<file path="config.mk">
export PLATFORM = sky130hd
export DESIGN_NAME = acc_seq_wb
export DESIGN_NICKNAME = d
export VERILOG_FILES = /design/src/rtl/acc_seq_wb.sv
export SDC_FILE = /design/constraint.sdc
export NUM_CORES = 1
export LEC_CHECK = 0
export ABC_AREA = 1
export BUFFER_PORTS_ARGS = -buffer_cell sky130_fd_sc_hd__buf_2
export CAP_MARGIN = 5
export CORE_UTILIZATION = 35
export CTS_BUF_LIST = sky130_fd_sc_hd__clkbuf_8
export DETAILED_ROUTE_END_ITERATION = 16
export HOLD_SLACK_MARGIN = 0.12
export PLACE_DENSITY = 0.67
export SLEW_MARGIN = 20
export SYNTH_ARGS = -nofsm -noshare
export SYNTH_HDL_FRONTEND = slang
export SYNTH_SLANG_ARGS = --single-unit
</file>
<file path="constraint.sdc">
create_clock -name clk -period 1.6 [get_ports clk]
set_clock_uncertainty 0.2 [all_clocks]
set_input_delay 0.24 -clock clk [delete_from_list [all_inputs] [get_ports clk]]
set_output_delay 0.24 -clock clk [all_outputs]
set_load 0.05 [all_outputs]
</file>
<file path="src/rtl/acc_seq_wb.sv">
// acc_seq_wb: sequencer and writeback controller for the window accumulator.
// Counts ACC_LEN accepted partial sums per output window, clears the
// accumulator on each window's first beat, then writes the finished sum to
// the output buffer at an incrementing address.
// Optional build macro: ACC_SEQ_RELU_EN -- clamp negative window sums to zero
// on writeback.
module acc_seq_wb #(
    parameter int ACC_LEN = 25,
    parameter int ADDR_W  = 8,
    parameter int DATA_W  = 16
) (
    input  logic              clk,
    input  logic              rst_n,
    input  logic              start,
    input  logic [ADDR_W-1:0] num_out,
    input  logic              in_valid,
    output logic              in_ready,
    output logic              acc_clear,
    output logic              acc_enable,
    input  logic [DATA_W-1:0] acc_sum,
    output logic              wr_en,
    output logic [ADDR_W-1:0] wr_addr,
    output logic [DATA_W-1:0] wr_data,
    output logic              busy,
    output logic              done
);

    typedef enum logic [1:0] {
        IDLE,
        ACCUM,
        WRITE,
        FIN
    } state_t;

    localparam logic [7:0] BEAT_LAST = 8'(ACC_LEN - 1);

    state_t            state;
    state_t            state_nxt;
    logic [7:0]        beat_cnt;
    logic [ADDR_W-1:0] out_addr;
    logic [ADDR_W-1:0] job_len;
    logic              last_beat;
    logic              last_out;
    logic [DATA_W-1:0] wb_data;

    assign in_ready   = (state == ACCUM);
    assign busy       = (state != IDLE);
    assign acc_enable = in_valid && in_ready;
    assign acc_clear  = acc_enable && (beat_cnt == '0);
    assign last_beat  = (beat_cnt == BEAT_LAST);
    assign last_out   = (out_addr == (job_len - ADDR_W'(1)));

`ifdef ACC_SEQ_RELU_EN
    assign wb_data = acc_sum[DATA_W-1] ? '0 : acc_sum;
`else
    assign wb_data = acc_sum;
`endif

    // State register.
    always_ff @(posedge clk or negedge rst_n) begin
        if (!rst_n) begin
            state <= IDLE;
        end else begin
            state <= state_nxt;
        end
    end

    // Next-state logic: job start, window completion, job completion.
    always_comb begin
        state_nxt = state;
        case (state)
            IDLE: begin
                if (start) begin
                    state_nxt = (num_out == '0) ? FIN : ACCUM;
                end
            end
            ACCUM: begin
                if (acc_enable && last_beat) begin
                    state_nxt = WRITE;
                end
            end
            WRITE:   state_nxt = last_out ? FIN : ACCUM;
            FIN:     state_nxt = IDLE;
            default: state_nxt = IDLE;
        endcase
    end

    // Job bookkeeping, beat counting and registered writeback/done strobes.
    always_ff @(posedge clk or negedge rst_n) begin
        if (!rst_n) begin
            beat_cnt <= '0;
            out_addr <= '0;
            job_len  <= '0;
            wr_en    <= 1'b0;
            wr_addr  <= '0;
            wr_data  <= '0;
            done     <= 1'b0;
        end else begin
            wr_en <= 1'b0;
            done  <= (state == FIN);
            case (state)
                IDLE: begin
                    if (start) begin
                        job_len  <= num_out;
                        out_addr <= '0;
                        beat_cnt <= '0;
                    end
                end
                ACCUM: begin
                    if (acc_enable) begin
                        beat_cnt <= last_beat ? '0 : beat_cnt + 8'd1;
                    end
                end
                WRITE: begin
                    wr_en    <= 1'b1;
                    wr_data  <= wb_data;
                    wr_addr  <= out_addr;
                    out_addr <= out_addr + ADDR_W'(1);
                end
                default: ;
            endcase
        end
    end

endmodule

</file>
==> flow_metrics.env, run 1 <==
export IMPL_outcome="finished with violations"
export IMPL_violations="negative setup slack"
export IMPL_netlist_cell_type_count=31
export IMPL_reg2reg_depth=7
export IMPL_firstDrtPassIters=4
export IMPL_finalCritPeriodShare=1.14
export IMPL_r2r_end="state[1]"
export IMPL_ys_ff_latch=52
export IMPL_grt_pass1_vias=2451
export IMPL_critPathLaunchType="register"
export IMPL_grt_max_degree=53
export IMPL_relSlewSlack=0.808
export IMPL_gr_total_overflow=0
export IMPL_rrSetupSlack_ns=-0.13
export IMPL_cts_sinks=52
export IMPL_ioPinCount=58
export IMPL_yosysWarnings=0
export IMPL_drtIter0Drc=191
export IMPL_clkTransAtPathRegs_ns=0.09
export IMPL_crit_type="reg2out"
export IMPL_max_freq_ghz=0.546
export IMPL_p_leak_nw=2.02
export IMPL_grt_usage=0.183
export IMPL_diodes=0
export IMPL_setup_slack_ns=-0.232
export IMPL_rr_startpoint="beat_cnt[2]"
export IMPL_netlist_instances=329
export IMPL_fin_hold_ws_ns=0.139
export IMPL_rsz0062_at_grt="true"
export IMPL_ant_nets=0
export IMPL_synth_area_sq_mm=0.00258
export IMPL_max_slew_worst_pin_slew_ns=0.288
export IMPL_vias=2583
export IMPL_core_sq_mm=0.00694
export IMPL_slowest_stage="dfrtp_1"
export IMPL_cts_root_buffer="clkbuf_8"
export IMPL_dieHeight_um=87.9
export IMPL_multi_input_area_sq_mm=0.00126
export IMPL_htreeDepth=2
export IMPL_grt_pass1_wl_mm=11.0
export IMPL_crit_fanout=2
export IMPL_remaining_drc_errors=0
export IMPL_die_area_sq_mm=0.00772
export IMPL_die_width_um=87.9
export IMPL_synth_yosys_seq_area_share=0.504
export IMPL_clk_path_buf_depth=2
export IMPL_syn_num_nets=361
export IMPL_worstHoldPathCells=4
export IMPL_routedWlPerCell_um=12.7
export IMPL_slowest_delay_ns=0.39
export IMPL_area_growth_pct=56.0
export IMPL_portBuffers=57
export IMPL_hp_start="in_valid"
export IMPL_fillerInstances=576
export IMPL_gp_congestion=0.866
export IMPL_worst_setup_path_end_kind="output pin"
export IMPL_power_density_mw_per_mm2=1900
export IMPL_cap_violations=0
export IMPL_antenna_found_initial=0
export IMPL_synth_area_top_cells="dfrtp_1, nand2_1, inv_1"
export IMPL_power_mw=7.65
export IMPL_synth_area_leader_cell="dfrtp_1"
export IMPL_worstHoldEndpoint="state[0]"
export IMPL_worstSkewPairLatency_ns=0.30
export IMPL_viasPerCell=4.67
export IMPL_cp_cell_sequence="inv_2 -> ha_4 -> nand3_4 -> nor3_4 -> buf_6"
export IMPL_cts_buffers=5
export IMPL_cts_tree="done"
export IMPL_critPathRequiredTime_ns=1.16
export IMPL_drive_gt1_frac=0.368
export IMPL_nets=488
export IMPL_worstPathArrival_ns=1.39
export IMPL_initial_core_util=0.372
export IMPL_rows=30
export IMPL_wirelength_mm=7.03
export IMPL_avgSynthCellArea_sq_um=7.84
export IMPL_hpwl_mm=4.29
export IMPL_hold_viol=0
export IMPL_seqCellArea_sq_mm=0.00130
export IMPL_synth_top_area_frac=0.504
export IMPL_hold_class="in2reg"
export IMPL_slew_viol_final=0
export IMPL_period_minus_slack_ns=1.83
export IMPL_peakVddDrop_uv=1070
export IMPL_setup_viol=38
[stage by stage]
stage | setup slack, ns | cell area, sq um | TNS [ns] | util | instances
6_report | -0.232 | 4030 | -2.65 | 0.580 | 553
4_1_cts | -0.230 | 3600 | -0.345 | 0.519 | 532
3_3_place_gp | -0.0265 | 3110 | -0.0265 | 0.447 | 491
3_5_place_dp | -0.0330 | 3110 | -0.0352 | 0.447 | 491
5_1_grt | -0.290 | 4030 | -5.21 | 0.580 | 553
2_1_floorplan | -0.0716 | 2610 | -0.123 | - | 329
[placed cells by master (no fill, tap or decap), drive strengths merged]
cell type,Yosys,final
o32ai,1,1
o22ai,1,1
xnor2,2,2
buf,6,99
clkbuf,2,8
dlygate4sd3,0,26
nand2,109,109
nand4,7,7
o21bai,2,2
a22oi,1,1
o21ai,29,29
or2,1,1
nor2,37,37
a21oi,10,10
inv,41,42
clkinvlp,0,1
clkinv,1,2
nand3,20,20
dfrtp,52,52
xor2,2,2
nor3,1,1
ha,4,4
[synthesized netlist by cell type (all sizes together)]
| library cell | n |
|---|---|
| nand3 | 20 |
| clkinv | 1 |
| nor3 | 1 |
| ha | 4 |
| a22oi | 1 |
| or2 | 1 |
| xor2 | 2 |
| o21ai | 29 |
| o22ai | 1 |
| xnor2 | 2 |
| nand4 | 7 |
| nand2 | 109 |
| clkbuf | 2 |
| o32ai | 1 |
| nor2 | 37 |
| inv | 41 |
| o21bai | 2 |
| dfrtp | 52 |
| a21oi | 10 |
| buf | 6 |
[cell type report]
type / instances / share of cell area
Timing Repair Buffer: 127 / 0.263
Clock inverter: 2 / 0.00280
Tap cell: 96 / 0.0298
Multi-Input combinational cell: 227 / 0.313
Inverter: 42 / 0.0448
Clock buffer: 6 / 0.0205
Timing Repair inverter: 1 / 0.00218
Sequential cell: 52 / 0.324
[cells by family after synthesis]
group | after synthesis | share of synthesized area
AO/OA/AOI/OAI | 44 | 0.0921
XOR/XNOR | 4 | 0.0136
adder cells (fa/ha/maj) | 4 | 0.0194
buffers and inverters | 50 | 0.0795
flip-flops | 52 | 0.504
AND/OR/NAND/NOR | 175 | 0.291
[worst max-delay path by stage]
| stage | startpoint | end | depth (start not counted) |
|---|---|---|---|
| after floorplan | state[1] | acc_clear | 5 |
| after global placement | job_len[1] | state[1] | 9 |
| after detailed placement | job_len[1] | state[1] | 9 |
| after CTS | beat_cnt[1] | acc_clear | 5 |
| after global routing | beat_cnt[1] | acc_clear | 5 |
| final | beat_cnt[1] | acc_clear | 5 |
[critical path, delay by kind of cell, from the launching register on]
kind / cells / cell delay, ns
flops: 1 / 0.39
simple gates: 2 / 0.29
buf+inv: 2 / 0.27
fa+ha+maj: 1 / 0.15
[metal layers]
metal  vias to the layer above  global-route usage  part of all wire
li1                       1298                   -                 -
met1                      1220               0.235              0.45
met2                        52               0.324              0.51
met3                        13              0.0179             0.025
met4                         0              0.0581             0.019
met5                         -                   0                 0
[sequential cells by signal (all words and copies together), names as in the netlist]
register / cells
wr_data: 16
beat_cnt: 8
job_len: 8
out_addr: 8
wr_addr: 8
state: 2
done: 1
wr_en: 1
[what timing repair did]
item	4_1_cts	5_1_grt
pin swaps	2	21
gates cloned	0	3
setup buffers	8	20
endpoints found under the setup margin	5	27
resized for setup	28	69
hold buffers	26	0
hold endpoints to repair	77	0
[report_power, final]
| part | internal, mW | switching (mW) | leakage (nW) |
|---|---|---|---|
| Sequential | 1.80 | 0.392 | 0.667 |
| Clock | 0.346 | 0.422 | 0.0486 |
| Combinational | 1.75 | 2.94 | 1.30 |
| Total | 3.90 | 3.75 | 2.02 |
Note: power is estimated with default switching activity, not from simulation.
==> run 2: changes to the inputs <==
CELL_PAD_IN_SITES_DETAIL_PLACEMENT = 0   (was unset)
CELL_PAD_IN_SITES_GLOBAL_PLACEMENT = 1   (was unset)
PLACE_DENSITY = 0.84   (was 0.67)
==> flow_metrics.env, run 2 (synthesis results as in run 1) <==
export IMPL_drtIter0Drc=116
export IMPL_largest_reg_flops=16
export IMPL_endpoint="acc_clear"
export IMPL_worst_setup_path_end_kind="output pin"
export IMPL_power_switching_mw=3.60
export IMPL_hold_viol=0
export IMPL_cts_sinks=52
export IMPL_remaining_drc_errors=0
export IMPL_setup_slack_ns=-0.224
export IMPL_combPwrFrac=0.603
export IMPL_grt_max_degree=22
export IMPL_netSwitchingFraction=0.496
export IMPL_viasPerCell=4.50
export IMPL_gp_congestion=0.813
export IMPL_initial_core_util=0.372
export IMPL_wirelength_mm=6.50
export IMPL_worstPathArrival_ns=1.38
export IMPL_drive_gt1_frac=0.327
export IMPL_crit_type="reg2out"
export IMPL_final_common_cell="nand2_1"
export IMPL_portBuffers=57
export IMPL_routedWlPerCell_um=11.8
export IMPL_grt_pass1_wl_mm=10.5
export IMPL_hpwl_mm=4.47
export IMPL_diodes=0
export IMPL_violations="negative setup slack"
export IMPL_critPathRequiredTime_ns=1.16
export IMPL_htreeDepth=2
export IMPL_ant_nets=0
export IMPL_vias=2477
export IMPL_reg2reg_depth=9
export IMPL_critPathLaunchType="register"
export IMPL_cp_cell_sequence="inv_2 -> nand2_4 -> clkinv_4 -> nand2_8 -> nor3_4 -> buf_6"
export IMPL_rsz0062_at_grt="true"
export IMPL_finalCritPeriodShare=1.14
export IMPL_p_leak_nw=1.96
export IMPL_cts_root_buffer="clkbuf_8"
export IMPL_max_slew_worst_pin_slew_ns=0.461
export IMPL_ioPinCount=58
export IMPL_fin_hold_ws_ns=0.200
export IMPL_layout_common_cells="nand2_1, buf_2, dfrtp_1, buf_4, inv_1"
export IMPL_rrSetupSlack_ns=-0.07
export IMPL_worstSkewPairLatency_ns=0.31
export IMPL_relSlewSlack=0.693
export IMPL_core_sq_mm=0.00694
export IMPL_cap_violations=0
export IMPL_rows=30
export IMPL_max_freq_ghz=0.548
export IMPL_die_area_sq_mm=0.00772
export IMPL_power_mw=7.26
export IMPL_clockPowerShare=0.100
export IMPL_crit_fanout=3
export IMPL_slowest_delay_ns=0.42
export IMPL_rr_startpoint="beat_cnt[1]"
export IMPL_area_growth_pct=49.8
export IMPL_peakVddDrop_uv=1050
export IMPL_die_width_um=87.9
export IMPL_firstDrtPassIters=4
export IMPL_power_density_mw_per_mm2=1880
export IMPL_clk_path_buf_depth=2
export IMPL_nets=486
export IMPL_slew_viol_final=0
export IMPL_startpoint="state[1]"
export IMPL_finalSetupTns_ns=-0.567
export IMPL_antenna_found_initial=0
export IMPL_cts_buffers=5
export IMPL_setup_viol=9
export IMPL_sequentialPowerShare=0.297
export IMPL_gr_total_overflow=0
export IMPL_internal_power_mw=3.66
export IMPL_regMostFlops="wr_data"
export IMPL_slowest_stage="dfrtp_1"
export IMPL_hold_class="in2async"
export IMPL_clkTransAtPathRegs_ns=0.10
export IMPL_dieHeight_um=87.9
export IMPL_grt_usage=0.177
export IMPL_cts_tree="done"
export IMPL_grt_pass1_vias=2309
export IMPL_r2r_end="state[1]"
export IMPL_outcome="finished with violations"
export IMPL_period_minus_slack_ns=1.82
[run 2: routing by layer]
layer | vias to the layer above | global-route usage | share of wire
met3 | 5 | 0.0386 | 0.034
met2 | 48 | 0.315 | 0.52
li1 | 1283 | - | -
met4 | 0 | 0.0537 | 0.0060
met5 | - | 0 | 0
met1 | 1141 | 0.215 | 0.44
[run 2: final cells by class]
cell class / instances / area, sq um
Timing Repair Buffer: 126 / 975
Fill cell: 624 / 3080
Sequential cell: 52 / 1300
Tap cell: 96 / 120
Clock buffer: 5 / 68.8
Clock inverter: 3 / 16.3
Inverter: 42 / 170
Multi-Input combinational cell: 227 / 1210
[run 2: timing repair]
item                       in CTS  in global routing
pin swaps                       4                  5
hold endpoints to repair       76                  1
buffers inserted                5                 13
hold buffers                   25                  1
resized for setup              26                 29
setup endpoints to repair       7                 21
cloned                          0                  1
[run 2: through the flow]
step | instance area, sq um | worst slack (ns) | cells | util
floorplan | 2610 | -0.0716 | 329 | -
CTS | 3640 | -0.225 | 537 | 0.525
detailed placement | 3180 | -0.0427 | 499 | 0.458
global placement | 3180 | 0.00343 | 499 | 0.458
global route | 3860 | -0.291 | 551 | 0.556
finish | 3860 | -0.224 | 551 | 0.556
[run 2: worst min path at each step]
stage	end	slack [ns]	cells past startpoint
6_report	wr_addr[1]	0.20	2
5_1_grt	wr_addr[1]	0.24	2
4_1_cts	state[1]	0.13	3
3_5_place_dp	wr_addr[1]	0.02	1
3_3_place_gp	wr_addr[3]	0.01	1
2_1_floorplan	beat_cnt[0]	-0.26	0
[run 2: critical path: cells and delay by family, from the launching register on]
| family | cells | cell delay (ns) |
|---|---|---|
| buf+inv | 3 | 0.36 |
| flops | 1 | 0.42 |
| simple gates | 3 | 0.32 |
[run 2: power by group through the flow]
stage	sequential [mW]	combinational [mW]	clock, mW
2_1_floorplan	3.23	1.61	0
5_1_grt	2.22	4.76	0.807
3_3_place_gp	2.16	3.64	0
6_report	2.15	4.38	0.726
4_1_cts	2.16	4.01	0.761
3_5_place_dp	2.17	3.69	0
